### config.mk
export PLATFORM = sky130hd
export DESIGN_NAME = alu_pipe_flat
export DESIGN_NICKNAME = d
export VERILOG_FILES = /design/src/rtl/alu_pipe_if.sv /design/src/rtl/alu_pipe.sv /design/src/flat_wrapper.sv
export SDC_FILE = /design/constraint.sdc
export NUM_CORES = 1
export LEC_CHECK = 0
export CAP_MARGIN = 20
export CORE_MARGIN = 2
export CORE_UTILIZATION = 25
export CTS_BUF_LIST = sky130_fd_sc_hd__clkbuf_8
export DETAILED_ROUTE_END_ITERATION = 7
export GPL_ROUTABILITY_DRIVEN = 0
export SLEW_MARGIN = 25
export SYNTH_ARGS = -nofsm -noshare
export SYNTH_HDL_FRONTEND = slang
export SYNTH_SLANG_ARGS = --single-unit
### constraint.sdc
create_clock -name clk -period 1.8 [get_ports clk]
set_clock_uncertainty 0.05 [all_clocks]
set_input_delay 0.36 -clock clk [delete_from_list [all_inputs] [get_ports clk]]
set_output_delay 0.36 -clock clk [all_outputs]
set_load 0.01 [all_outputs]
### src/rtl/alu_pipe_if.sv
// alu_pipe handshake bundle: operand side (in_*, op, a, b, c_in) and
// result side (out_*, result, flags). slave = ALU, master = producer/consumer.
interface alu_pipe_if #(
  parameter int WIDTH = 8,
  parameter int OPW   = 4
);
  logic             in_valid;
  logic             in_ready;
  logic [OPW-1:0]   op;
  logic [WIDTH-1:0] a;
  logic [WIDTH-1:0] b;
  logic             c_in;
  logic             out_valid;
  logic             out_ready;
  logic [WIDTH-1:0] result;
  logic             c_out;
  logic             zero;
  logic             neg;
  logic             ovf;
  logic             err;

  modport slave (
    input  in_valid, op, a, b, c_in, out_ready,
    output in_ready, out_valid, result,
    output c_out, zero, neg, ovf, err
  );

  modport master (
    output in_valid, op, a, b, c_in, out_ready,
    input  in_ready, out_valid, result,
    input  c_out, zero, neg, ovf, err
  );
endinterface

### src/rtl/alu_pipe.sv
// alu_pipe: registered ALU with valid/ready in/out and one result slot.
// Ports: clk, rst_n (async low), bus (alu_pipe_if.slave).
// ALU_MUL_EN adds op 8: unsigned shift-add multiply, WIDTH busy cycles.
module alu_pipe #(
  parameter int WIDTH = 8,
  parameter int OPW   = 4
) (
  input logic      clk,
  input logic      rst_n,
  alu_pipe_if.slave bus
);

  localparam logic [OPW-1:0] OP_ADD  = OPW'(0);
  localparam logic [OPW-1:0] OP_SUB  = OPW'(1);
  localparam logic [OPW-1:0] OP_RSUB = OPW'(2);
  localparam logic [OPW-1:0] OP_OR   = OPW'(3);
  localparam logic [OPW-1:0] OP_AND  = OPW'(4);
  localparam logic [OPW-1:0] OP_ANDN = OPW'(5);
  localparam logic [OPW-1:0] OP_XOR  = OPW'(6);
  localparam logic [OPW-1:0] OP_XNOR = OPW'(7);

`ifdef ALU_MUL_EN
  localparam logic [OPW-1:0] OP_MUL  = OPW'(8);
  localparam int CW = $clog2(WIDTH) + 1;
  typedef enum logic [1:0] {
    S_IDLE, S_HOLD, S_BUSY
  } state_t;
`else
  typedef enum logic [1:0] {
    S_IDLE, S_HOLD
  } state_t;
`endif

  state_t state;

  logic             out_valid;
  logic [WIDTH-1:0] result;
  logic             c_out;
  logic             zero;
  logic             neg;
  logic             ovf;
  logic             err;

  logic in_ready;
  logic acc;
  logic acc_alu;

  assign in_ready = (state == S_IDLE) ||
                    ((state == S_HOLD) && bus.out_ready);
  assign acc = bus.in_valid && in_ready;

  assign bus.in_ready  = in_ready;
  assign bus.out_valid = out_valid;
  assign bus.result    = result;
  assign bus.c_out     = c_out;
  assign bus.zero      = zero;
  assign bus.neg       = neg;
  assign bus.ovf       = ovf;
  assign bus.err       = err;

  logic is_add, is_sub, is_rsub, is_or;
  logic is_and, is_andn, is_xor, is_xnor;

  assign is_add  = bus.op == OP_ADD;
  assign is_sub  = bus.op == OP_SUB;
  assign is_rsub = bus.op == OP_RSUB;
  assign is_or   = bus.op == OP_OR;
  assign is_and  = bus.op == OP_AND;
  assign is_andn = bus.op == OP_ANDN;
  assign is_xor  = bus.op == OP_XOR;
  assign is_xnor = bus.op == OP_XNOR;

`ifdef ALU_MUL_EN
  logic is_mul;
  logic acc_mul;
  assign is_mul  = bus.op == OP_MUL;
  assign acc_mul = acc && is_mul;
  assign acc_alu = acc && !is_mul;
`else
  assign acc_alu = acc;
`endif

  // SUB/RSUB are folded into one adder by selecting the
  // effective addends; overflow is judged on those addends.
  logic [WIDTH-1:0] x;
  logic [WIDTH-1:0] y;
  logic             ci;
  logic             arith;
  logic [WIDTH:0]   sum;
  logic [WIDTH-1:0] n_res;
  logic             n_c;
  logic             n_ovf;
  logic             n_err;

  always_comb begin
    x     = bus.a;
    y     = bus.b;
    ci    = bus.c_in;
    arith = 1'b0;
    n_res = '0;
    n_err = 1'b0;
    unique case (1'b1)
      is_add:  arith = 1'b1;
      is_sub: begin
        y     = ~bus.b;
        arith = 1'b1;
      end
      is_rsub: begin
        x     = bus.b;
        y     = ~bus.a;
        ci    = ~bus.c_in;
        arith = 1'b1;
      end
      is_or:   n_res = bus.a | bus.b;
      is_and:  n_res = bus.a & bus.b;
      is_andn: n_res = ~bus.a & bus.b;
      is_xor:  n_res = bus.a ^ bus.b;
      is_xnor: n_res = bus.a ~^ bus.b;
      default: n_err = 1'b1;
    endcase
    sum = {1'b0, x} + {1'b0, y} +
          {{WIDTH{1'b0}}, ci};
    n_c = 1'b0;
    if (arith) begin
      n_res = sum[WIDTH-1:0];
      n_c   = sum[WIDTH];
    end
    n_ovf = arith &&
            (x[WIDTH-1] == y[WIDTH-1]) &&
            (n_res[WIDTH-1] != x[WIDTH-1]);
  end

`ifdef ALU_MUL_EN
  logic [2*WIDTH-1:0] mp;
  logic [2*WIDTH-1:0] ma;
  logic [WIDTH-1:0]   mb;
  logic [CW-1:0]      cnt;
  logic [2*WIDTH-1:0] mp_nxt;
  logic               m_last;

  assign mp_nxt = mb[0] ? mp + ma : mp;
  assign m_last = cnt == CW'(WIDTH - 1);
`endif

  always_ff @(posedge clk or negedge rst_n) begin
    if (!rst_n) begin
      state     <= S_IDLE;
      out_valid <= 1'b0;
      result    <= '0;
      c_out     <= 1'b0;
      zero      <= 1'b0;
      neg       <= 1'b0;
      ovf       <= 1'b0;
      err       <= 1'b0;
`ifdef ALU_MUL_EN
      mp        <= '0;
      ma        <= '0;
      mb        <= '0;
      cnt       <= '0;
`endif
    end else if (acc_alu) begin
      state     <= S_HOLD;
      out_valid <= 1'b1;
      result    <= n_res;
      c_out     <= n_c;
      zero      <= n_res == '0;
      neg       <= n_res[WIDTH-1];
      ovf       <= n_ovf;
      err       <= n_err;
`ifdef ALU_MUL_EN
    end else if (acc_mul) begin
      state     <= S_BUSY;
      out_valid <= 1'b0;
      mp        <= '0;
      ma        <= {{WIDTH{1'b0}}, bus.a};
      mb        <= bus.b;
      cnt       <= '0;
    end else if (state == S_BUSY) begin
      mp  <= mp_nxt;
      ma  <= ma << 1;
      mb  <= mb >> 1;
      cnt <= cnt + 1'b1;
      if (m_last) begin
        state     <= S_HOLD;
        out_valid <= 1'b1;
        result    <= mp_nxt[WIDTH-1:0];
        c_out     <= |mp_nxt[2*WIDTH-1:WIDTH];
        zero      <= mp_nxt[WIDTH-1:0] == '0;
        neg       <= mp_nxt[WIDTH-1];
        ovf       <= 1'b0;
        err       <= 1'b0;
      end
`endif
    end else if (state == S_HOLD &&
                 bus.out_ready) begin
      state     <= S_IDLE;
      out_valid <= 1'b0;
    end
  end

endmodule
### src/flat_wrapper.sv
// flat-port wrapper written by rule: the top's interface ports become plain ports
module alu_pipe_flat 
#(
  parameter int WIDTH = 8,
  parameter int OPW   = 4
)
  (clk, rst_n, bus_in_valid, bus_op, bus_a, bus_b, bus_c_in, bus_out_ready, bus_in_ready, bus_out_valid, bus_result, bus_c_out, bus_zero, bus_neg, bus_ovf, bus_err);
  alu_pipe_if #(.WIDTH(WIDTH), .OPW(OPW)) bus_i ();
  input logic clk;
  input logic rst_n;
  input wire logic [$bits(bus_i.in_valid)-1:0] bus_in_valid;
  input wire logic [$bits(bus_i.op)-1:0] bus_op;
  input wire logic [$bits(bus_i.a)-1:0] bus_a;
  input wire logic [$bits(bus_i.b)-1:0] bus_b;
  input wire logic [$bits(bus_i.c_in)-1:0] bus_c_in;
  input wire logic [$bits(bus_i.out_ready)-1:0] bus_out_ready;
  output wire logic [$bits(bus_i.in_ready)-1:0] bus_in_ready;
  output wire logic [$bits(bus_i.out_valid)-1:0] bus_out_valid;
  output wire logic [$bits(bus_i.result)-1:0] bus_result;
  output wire logic [$bits(bus_i.c_out)-1:0] bus_c_out;
  output wire logic [$bits(bus_i.zero)-1:0] bus_zero;
  output wire logic [$bits(bus_i.neg)-1:0] bus_neg;
  output wire logic [$bits(bus_i.ovf)-1:0] bus_ovf;
  output wire logic [$bits(bus_i.err)-1:0] bus_err;
  assign bus_i.in_valid = bus_in_valid;
  assign bus_i.op = bus_op;
  assign bus_i.a = bus_a;
  assign bus_i.b = bus_b;
  assign bus_i.c_in = bus_c_in;
  assign bus_i.out_ready = bus_out_ready;
  assign bus_in_ready = bus_i.in_ready;
  assign bus_out_valid = bus_i.out_valid;
  assign bus_result = bus_i.result;
  assign bus_c_out = bus_i.c_out;
  assign bus_zero = bus_i.zero;
  assign bus_neg = bus_i.neg;
  assign bus_ovf = bus_i.ovf;
  assign bus_err = bus_i.err;
  alu_pipe #(.WIDTH(WIDTH), .OPW(OPW)) u_core (.clk(clk), .rst_n(rst_n), .bus(bus_i));
endmodule
# Yosys cells after proc, flatten, opt, wreduce, memory -nomap -nowiden
# Cells that the tools add are included.
# word_totals
register_bits,16
latchBits,0
ram_bits,0
rom_bits,0
output_inout_bits,15
memories,0
# op_classes
addsub,2
n_mul,0
div_mod_pow,0
order_cmp,0
n_eq_ne,10
n_shift,0
mux,12
bitwise,8
n_reduce_logical,11
# ops
op,count
$pmux W8 S5,1
$and A8 B8 Y8,2
$eq A4 B3 Y1 const B,4
$mux W8,2
$not A8 Y8,2
$pmux W8 S2,1
$add A8 B8 Y9,1
$add A9 B1 Y9,1
$eq A4 B2 Y1 const B,2
$logic_not A8 Y1,1
$or A8 B8 Y8,1
$reduce_or A8 Y1,1
$xnor A8 B8 Y8,1
$xor A8 B8 Y8,1
$mux W1,6
$eq A4 B1 Y1 const B,1
$logic_and A1 B1 Y1,4
$logic_not A4 Y1,1
$mux W2,2
$reduce_or A3 Y1,1
$eq A2 B1 Y1 const B,1
$logic_not A2 Y1,1
$reduce_bool A2 Y1,1
$eq A1 B1 Y1,1
3 further kinds,3

# Depth between registers and ports, before layout
# logic_depth
depth_word,7
mapped_depth,15
ltp_nobuf,13

# Worst setup path before layout
# Ideal clock, no wire load.
# synth_timing
path_kind,input to register
startpoint,in bus_op[1]
endpoint,reg u_core.zero (netlist: u_core.bus.zero)
setup_time_ns,0.122
arrival_ns,3.184
path_slack_ns,-1.555
stages,15
path_cell_list,buf_2 buf_2 nor3b_1 buf_2 nand2_1 o21ai_0 fa_1 inv_1 fa_1 nand2b_1 a211oi_1 o21ai_0 o311ai_1 a211oi_2 a32o_1
# synth_via
elab_chain_len,6
elab_cells_between_ends,18
cone_classes,2 x add/sub; 7 x eq/ne; 6 x mux; 3 x reduce/logical
# synth_rtl
element,line_no,text
from (decl),flat_wrapper.sv:12,input wire logic [$bits(bus_i.op)-1:0] bus_op;
$eq A4 B2 Y1 or $eq A4 B1 Y1 (tied branches),"alu_pipe.sv:66, alu_pipe.sv:65",
$pmux W8 S2 or $mux W8 (tied branches),alu_pipe.sv:102,unique case (1'b1)
$add A8 B8 Y9,alu_pipe.sv:121,"sum = {1'b0, x} + {1'b0, y} +"
$add A9 B1 Y9,alu_pipe.sv:121,
$mux W8 *,alu_pipe.sv:124,if (arith) begin
$logic_not A8 Y1 *,alu_pipe.sv:166,zero <= n_res == '0;
to (signal assigned),alu_pipe.sv:151,zero <= 1'b0;
to (signal assigned),alu_pipe.sv:166,
to (decl),alu_pipe.sv:39,logic zero;
# Mark *: on every way between the ends. The rest lies on a longest branch, timed or not.
# A chain may end at the register's enable or synchronous reset.

# Worst setup path in the final report
# layout_timing
startpoint,in bus_op[3]
endpoint,reg u_core.zero (netlist: u_core.bus.zero)
# Same word-level chain as after synthesis.

==> results.yml <==
outcome:
  status: "finished with violations"
  violations: "setup timing"
floorplanning:
  die_area_um2: 7771
  die_x_um: 88.16
  core_um2: 6832
  die_h_um: 88.16
  start_util: 0.2592
  rows: 30
  io_pins: 40
flow_run:
  drv_cap: 0
finish:
  num-nets-final: 366
  final_cells: 419
  ff_latch_area_um2: 325.3
  drive_above_1_share: 0.3560
  syn2layout_area_growth_pct: 65.94
  fillers: 703
  insertedDiodeCount: 0
  multi_input_area_um2: 1421
placed_design:
  dp.cells: 407
  place.port_buffers: 39
  dp_slack_ns: -1.759
  post-dp-hpwl_um: 4289
critical_path:
  cp_cell_sequence: "buf_8 > or2_4 > nor3b_4 > nand2_1 > o21ai_2 > fa_2 > buf_4 > inv_2 > fa_2 > nand2b_4 > a211oi_2 > o21ai_2 > o311ai_4 > a211oi_2 > a32o_1"
  rr_worst_depth: 6
  critPathCaptureType: "flip-flop"
  path_class: "input port to flip-flop"
  ff2ff_setup_slack_ns: 0.27
  crit_required_ns: 1.88
  cpPeakStageDelay_ns: 0.34
  rr_startpoint: "u_core.bus.out_valid"
  start_kind: "input port"
  cp_slowest_cell: "fa_2"
  cp_max_fo: 4
  r2r_end: "u_core.bus.zero"
  cp.arrival_ns: 2.97
cts:
  cts.sinks: 13
  hold_buffers: 0
  root_buffer: "clkbuf_8"
  cts_made_buffers: 3
  clk_pin_slew_ns: 0.06
  cts_tree: "done"
  cts_buffer_depth: 2
  h-tree-depth: 1
  clkLatencyLatePin_ns: 0.23
timing:
  fin_ws_ns: -1.087
  hold_viol: 0
  fin_crit_sh: 1.604
  grt_setup_unrepaired: "yes"
  max_freq_mhz: 346.3
  setup_viol_count_final: 11
  finalMaxSlewViolations: 0
  relSlewSlack: 0.5867
  worstMarginPinSlew_ns: 0.6180
  finalCriticalPeriod_ns: 2.887
global_routing:
  grt_overflow_total: 0
  grt_pass1_vias: 1828
  grt_max_degree: 19
  track_usage: 0.1382
  antenna_found_initial: 0
  grt_pass1_wl_um: 8493
synthesis:
  netlist_area_um2: 1770
  syn_avg_cell_area_um2: 8.084
  syn_nets: 261
  synth_edf_count: 0
  synth_seq_cells: 13
  synth-seq-area-share: 0.1837
  synthArstFlopShare: 1.000
  syn_inst: 219
  synth_warnings: 0
  synth_flop_cell: "dfrtp_1"
  synth.distinct_cells: 54
route:
  vias_per_cell: 4.671
  post-route-drc-count: 0
  dr.pass1.iters: 4
  post_drt_wl_per_cell_um: 12.72
  vias: 1957
  wl_um: 5331
  dr.first_iter.drc_count: 33
  antenna_left: 0
pwr:
  power_leakage_uw: 0.001384
  vdd.ir_drop.worst_mv: 0.2047
  p_per_area_nw_per_um2: 509.5
hold_path:
  holdPathStages: 2
  min_to: "u_core.bus.result[1]"
  min-delay-start: "u_core.bus.result[1]"
  hold_path.class: "flip-flop to flip-flop"
layer usage:
| metal | up-vias | GRT usage | part of all wire |
|---|---|---|---|
| met5 | - | 0 | 0 |
| met4 | 0 | 0.02479 | 0.0026 |
| met3 | 2 | 0.005655 | 0.034 |
| met2 | 41 | 0.2438 | 0.50 |
| met1 | 913 | 0.1898 | 0.47 |
| li1 | 1001 | - | - |
cell usage in the layout, fill, tap and decap left out, types with 3 or more instances in the layout:
cell,n
inv_1,20
nand2b_1,4
buf_6,3
o21ai_1,5
o21ai_2,4
nor2_1,16
ha_1,15
buf_4,69
dfrtp_1,13
clkbuf_8,3
a221o_1,7
a21o_1,3
a21oi_1,6
o21ai_0,9
nor3b_1,3
a21oi_2,5
nor2b_1,4
xnor2_1,4
xor2_1,13
nand2_1,21
clkdlybuf4s50_1,32
o211ai_1,4
cells in the mapped netlist, drive strengths merged, types with 8 or more instances:
| cell | number | area share |
|---|---|---|
| a221o | 8 | 0.046 |
| o21ai | 18 | 0.051 |
| ha | 15 | 0.11 |
| xor2 | 13 | 0.064 |
| a21oi | 11 | 0.033 |
| buf | 8 | 0.033 |
| nor2 | 18 | 0.040 |
| nand2 | 21 | 0.045 |
| inv | 21 | 0.045 |
| dfrtp | 13 | 0.18 |
report_power, final:
part / total [uW] / leakage (uW) / internal, uW / switching [uW]
Sequential: 357 / 0.000167 / 335 / 22.0
Combinational: 891 / 0.00119 / 489 / 402
Clock: 248 / 0.0000269 / 150 / 98.4
registers in the layout (all words and copies together), names as in the netlist:
register and count:
u_core.bus.result 8, u_core.bus.err 1, u_core.bus.zero 1, u_core.bus.ovf 1
u_core.bus.out_valid 1, u_core.bus.c_out 1
final cells by class:
class,count,share of cell area
well taps,96,0.04089
inverters,21,0.02683
flip-flops and latches,13,0.1107
clock buffers,3,0.01405
repair buffers,111,0.3224
clock inverters,1,0.001278
multi-input cells,174,0.4838
through the flow:
stage	power, uW	area [um^2]	utilization	setup TNS (ns)	hold slack [ns]
after floorplan	808.3	1841	-	-11.20	0.01441
after global placement	1175	2746	0.4020	-16.35	0.4094
after detailed placement	1185	2746	0.4020	-16.74	0.4222
after CTS	1475	2869	0.4200	-9.704	0.4401
after global routing	1611	2938	0.4300	-10.68	0.4619
final	1497	2938	0.4300	-9.525	0.4348
worst max-delay path by stage:
stage,startpoint,end,cells past startpoint
floorplan,bus_op[0],u_core.bus.zero,15
global placement,bus_op[2],u_core.bus.zero,14
detailed placement,bus_op[2],u_core.bus.zero,14
CTS,bus_op[3],u_core.bus.ovf,12
global route,bus_op[3],u_core.bus.zero,15
finish,bus_op[3],u_core.bus.zero,15
critical path, delay by kind of cell:
kind / cells / cell delay, ns
fa+ha+maj: 2 / 0.58
simple gates: 4 / 0.80
buf+inv: 3 / 0.24
compound gates: 6 / 1.00
kinds of logic after synthesis:
logic type,share of synthesized area
AO/OA/AOI/OAI,0.2898
XOR/XNOR,0.08905
adder cells (fa/ha/maj),0.1286
buffers and inverters,0.08339
flip-flops,0.1837
multiplexers,0.02403
AND/OR/NAND/NOR,0.2014
repair_timing:
action / CTS / global route
gates resized for setup: 40 / 8
setup buffers: 7 / 4
pin swaps: 27 / 10
setup endpoints to repair: 12 / 11
No activity file was read; power rests on OpenSTA's default activity.
==> RTL edit 1, RTL diff (same flow settings) <==
`WIDTH` is set to 8 in 3 places; all go to 12. Comments in the files are not updated.
--- a/src/rtl/alu_pipe_if.sv
+++ b/src/rtl/alu_pipe_if.sv
@@ -3,3 +3,3 @@
 interface alu_pipe_if #(
-  parameter int WIDTH = 8,
+  parameter int WIDTH = 12,
   parameter int OPW   = 4
--- a/src/rtl/alu_pipe.sv
+++ b/src/rtl/alu_pipe.sv
@@ -4,3 +4,3 @@
 module alu_pipe #(
-  parameter int WIDTH = 8,
+  parameter int WIDTH = 12,
   parameter int OPW   = 4
--- a/src/flat_wrapper.sv
+++ b/src/flat_wrapper.sv
@@ -3,3 +3,3 @@
 #(
-  parameter int WIDTH = 8,
+  parameter int WIDTH = 12,
   parameter int OPW   = 4
Interface: changed (resized bus_a, bus_b and bus_result); port bits go from 40 to 52. The function was not compared with the original's and may differ.
==> RTL edit 1 against the unedited design <==
The run still ends with negative setup slack left. Synthesized area rose by 38%. Total power rose by 44%. Global-route usage rose by 2.4 points. Sequential share of layout area fell by 0.96 points. Sequential cell count rose by 4. Critical path depth rose by 1. Non-clock buffer count rose by 49. Routed wire length rose by 62%. Register-to-register slack got worse by 0.49 ns. Cell count rose by 44%. Cell area rose by 43%. Worst setup slack got worse by 0.37 ns.
==> RTL edit 1: results (changes against the unedited design) <==
- First-pass GRT wire length: 13.79 mm (+62%)
- Inst Count DP: 587 (+44%)
- Compound-Gate Fraction of Synth Area: 26.86% (-2.1 points)
- Seq/Total Area, Yosys: 17.36% (-1.0 points)
- Post-synthesis mux area share: 4.035% (+1.6 points)
- Largest net degree at the start of global routing: 30 (+11)
- Final WL: 8.612 mm (+62%)
- Syn Nets: 382 (+46%)
- Failing checks: negative setup slack
- Leak Pwr: 1.942 nW (+40%)
- Critical path data arrival time: 3.38 ns (+0.41 ns)
- Max reg flops: 12 (+4)
- Synth area leaders: dfrtp_1 17%, ha_1 12%, xor2_1 8.2%
- Slew of the pin with the lowest slew margin: 0.5393 ns (-0.07862 ns)
- PnR worst setup slack: -1.455 ns (-0.3678 ns)
- Fraction of layout cells with a size suffix above 1: 35.46% (-0.15 points)
- Reg2Reg Depth: 8 (+2)
- Synth Area in Adders: 13.38% (+0.52 points)
- Non-Filler Instances: 604 (+44%)
- Final Setup Violations: 15 (+4)
- I/O Buffers: 51 (+31%)
- Yosys cell types: 51 (-5.6%)
- Placed inst area: 3809 um^2 (+39%)
- Outcome: finished, violations left
- CTS H-tree depth: 1 (unchanged)
- Critical path's top delay family: simple AND/OR/NAND/NOR gates
- Met1 wire length: 3.636 mm (+46%)
- Worst-Skew Late Latency: 0.26 ns (+0.03 ns)
- Max VDD drop: 0.0002104 V (+2.8%)
- Total GRT Usage: 16.21% (+2.4 points)
- Synth Area in XOR/XNOR: 10.37% (+1.5 points)
- DP HPWL: 6.359 mm (+48%)
- Routed vias/inst: 4.899 (+4.9%)
- Met2 Use GR: 29.97% (+5.6 points)
- GRT met3 Usage: 2.102% (+1.5 points)
- Met2 routed WL: 4.384 mm (+66%)
- Number of global-route vias before repair: 3005 (+64%)
- Hold WS: 0.3728 ns (-0.06203 ns)
- WL met3: 302 um (+69%)
- Number of DRC markers in iteration 0: 106 (+220%)
- R2r setup slk: -0.22 ns (-0.49 ns)
- CP max stage cell: or3_4
- Post-Synthesis Cells: 324 (+48%)
- Worst min path class: input port to async pin
- Post-synth top cells: 34 x o21ai_0, 33 x nand2_1, 29 x inv_1, 29 x nor2_1
- Max incr delay on CP: 0.41 ns (+0.07 ns)
[RTL edit 1: changes by cell type after synthesis, moves of 5 or more]
cell | unedited run | this run
a21oi_1 | 10 | 18
clkbuf_1 | 3 | 8
ha_1 | 15 | 23
inv_1 | 21 | 29
mux2_2 | 2 | 7
nand2_1 | 21 | 33
nand2b_1 | 5 | 10
nand3_1 | 2 | 7
nor2_1 | 17 | 29
o21ai_0 | 18 | 34
xor2_1 | 13 | 23
[RTL edit 1: area by class of cell]
class | instances | area, um^2
fill | 968 | 5434
clock buffer | 3 | 41.29
inverter | 29 | 111.4
clock inverter | 1 | 3.754
tap | 133 | 166.4
multi-input combinational | 261 | 2077
sequential | 17 | 425.4
timing repair buffer | 160 | 1380
[RTL edit 1: worst max-delay path by stage]
stage | from | endpoint | slack (ns)
5_1_grt | bus_op[3] | u_core.bus.zero | -1.60
2_1_floorplan | bus_op[0] | u_core.bus.result[10] | -1.84
4_1_cts | bus_op[1] | u_core.bus.zero | -1.45
6_report | bus_op[2] | u_core.bus.zero | -1.46
3_5_place_dp | bus_op[2] | u_core.bus.zero | -2.12
3_3_place_gp | bus_op[2] | u_core.bus.zero | -1.98
[RTL edit 1: repair_timing]
item                                    CTS  global route
pin swaps                                26            20
resized for setup                        70            16
gates cloned                              0             0
endpoints found under the setup margin   16            15
buffers inserted                         15             7
[RTL edit 1: metrics by stage]
step | setup WS [ns] | setup TNS, ns
2_1_floorplan | -1.838 | -20.85
3_3_place_gp | -1.982 | -25.05
3_5_place_dp | -2.118 | -25.99
4_1_cts | -1.451 | -15.08
5_1_grt | -1.598 | -17.06
6_report | -1.455 | -15.74
[RTL edit 1: power by group]
part           internal, mW  switching (mW)  leakage (nW)
clock                 0.152           0.135        0.0269
combinational         0.757           0.637          1.70
sequential            0.441          0.0367         0.220
total                  1.35           0.808          1.94
==> RTL edit 2, RTL diff (same settings) <==
Made on the original files. Reset style: synchronous (`rst_n`), changed in one clocked block. Comments in the files are not updated.
--- a/src/rtl/alu_pipe.sv
+++ b/src/rtl/alu_pipe.sv
@@ -144,3 +144,3 @@
 
-  always_ff @(posedge clk or negedge rst_n) begin
+  always_ff @(posedge clk) begin
     if (!rst_n) begin
Formal check against the unedited RTL: differs if rst_n is asserted again (counterexample within 4 cycles, from zero or initial values and one cycle with rst_n low); with rst_n held inactive, the same outputs for 10 cycles.
==> RTL edit 2 against the unedited design <==
The run still ends with negative setup slack left. Routed wire length increased by 6.8%. Sequential cell count unchanged. Worst setup slack improved by 0.060 ns. Total power decreased by 4.2%. Synthesized area decreased by 2.3%. First-iteration DRC count increased to 3.2 times the old value. Synthesized cell count increased by 3.2%. Cell area increased by 4.2%. Combinational power decreased by 3.5%. Critical endpoint is now u_core.bus.zero. Highest routed layer unchanged.
==> RTL edit 2: results (changes against the unedited design) <==
- Hold Path End: u_core.bus.err
- Met2 routed WL: 3.012 mm (+14%)
- Total GRT Usage: 14.97% (+1.2 points)
- Top layer in use: met4
- Hold WS: 0.4023 ns (-0.03252 ns)
- Failing checks: negative setup slack
- Critical Path Start: bus_op[2]
- Clk buf depth: 2 (unchanged)
- Outcome: finished, violations left
- Syn Nets: 268 (+2.7%)
- Max VDD drop: 0.0002823 V (+38%)
- CP Max Fanout: 5 (+1)
- Worst Hold Depth: 2 (unchanged)
- Leak Pwr: 1.317 nW (-4.8%)
- R2R Path Start: u_core.bus.out_valid
- Post-synth ARST share: 0% (-100 points)
- DRT Pass-1 Iters: 4 (unchanged)
- Sw frac: 35.24% (+0.37 points)
- CTS buffer count: 3 (unchanged)
- Placed inst area: 2663 um^2 (-3.1%)
- Synth area leaders: dfxtp_1 15%, ha_1 11%, xor2_1 7.1%
- First-pass GRT wire length: 9.135 mm (+7.6%)
- Number of global-route vias before repair: 2055 (+12%)
- Seq/Total Area, Yosys: 15.05% (-3.3 points)
- Critical path data arrival time: 2.94 ns (-0.03 ns)
- Net count, final: 375 (+2.5%)
- Avg WL per Cell: 13.81 um (+8.6%)
- Filler Cells Inserted: 668 (-5.0%)
- PnR worst setup slack: -1.028 ns (+0.05992 ns)
- Reg2Reg Depth: 6 (unchanged)
- Place WS: -1.780 ns (-0.02083 ns)
- Hold_sp: u_core.bus.err
- DP HPWL: 4.474 mm (+4.3%)
- Yosys cell types: 54 (unchanged)
- R2r setup slk: 0.35 ns (+0.08 ns)
- WL met3: 145 um (-19%)
- P&R area growth vs syn: 76.99%
- Largest net degree at the start of global routing: 22 (+3)
- Worst R2R End: u_core.bus.zero
- Antenna Cells: 0 (unchanged)
- Post-synth top cells: 20 x inv_1, 19 x nand2_1, 17 x nor2_1, 17 x o21ai_0
- Final Setup Violations: 11 (unchanged)
- Fraction of layout cells with a size suffix above 1: 39.16% (+3.6 points)
- Number of DRC markers in iteration 0: 107 (+220%)
- Met1 wire length: 2.443 mm (-2.0%)
- CTS H-tree depth: 1 (unchanged)
- Most flops, register: u_core.bus.result
- Max reg flops: 8 (unchanged)
- Vias: 2025 (+3.5%)
- Slew of the pin with the lowest slew margin: 0.4073 ns (-0.2107 ns)
- Synthesis Warnings: 0 (unchanged)
[RTL edit 2: worst max-delay path by stage]
| stage | endpoint | depth (start not counted) |
|---|---|---|
| 2_1_floorplan | u_core.bus.c_out | 15 |
| 3_3_place_gp | u_core.bus.zero | 13 |
| 3_5_place_dp | u_core.bus.result[5] | 13 |
| 4_1_cts | u_core.bus.zero | 13 |
| 5_1_grt | u_core.bus.result[6] | 13 |
| 6_report | u_core.bus.zero | 13 |
[RTL edit 2: cell families after synthesis]
| group | Yosys count | share of synthesized area, % |
|---|---|---|
| AOI/OAI and AO/OA | 73 | 30.97 |
| xor gates and xnor gates | 21 | 10.64 |
| adders and majority gates | 17 | 13.17 |
| buffers and inverters | 33 | 8.827 |
| DFF | 13 | 15.05 |
| muxes | 3 | 1.809 |
| and+or+nand+nor | 66 | 19.54 |
[RTL edit 2: final cells by class]
class	count	area share (%)
well taps	80	3.271
repair buffers	114	33.44
inverters	21	2.576
clock inverters	1	0.1635
multi-input cells	180	50.69
flip-flops and latches	13	8.504
clock buffers	3	1.349
[RTL edit 2: power by group through the flow]
stage          Clock (mW)  Combinational, mW  Sequential, mW
3_5_place_dp            0              0.698           0.324
4_1_cts             0.265              0.798           0.318
2_1_floorplan           0              0.391           0.332
6_report            0.256              0.860           0.318
5_1_grt             0.280              0.931           0.320
3_3_place_gp            0              0.687           0.323
[RTL edit 2: stage by stage]
| step | setup TNS (ns) | cells |
|---|---|---|
| floorplan | -11.87 | 226 |
| CTS | -8.699 | 408 |
| global route | -10.23 | 412 |
| global placement | -16.00 | 395 |
| detailed placement | -17.20 | 395 |
| finish | -9.028 | 412 |
[RTL edit 2: per-layer routing]
| metal | up-vias | track usage [%] |
|---|---|---|
| met5 | - | 0 |
| met4 | 0 | 2.378 |
| met3 | 8 | 2.464 |
| met2 | 36 | 29.08 |
| met1 | 961 | 17.28 |
| li1 | 1020 | - |
[RTL edit 2: critical path: stages]
cell and delay, ns:
buf_8 0.10, or2_4 0.25, nor3b_4 0.29, a221o_1 0.23
fa_2 0.22, inv_2 0.04, fa_2 0.39, buf_6 0.14
xor2_2 0.17, o2111ai_1 0.16, nor4_2 0.23, nand4_1 0.16
o31ai_2 0.19
[RTL edit 2: timing repair]
item / CTS / global route
endpoints found under the setup margin: 12 / 11
pin swaps: 29 / 23
setup buffers: 8 / 6
gates resized for setup: 61 / 21
gates cloned: 1 / 0
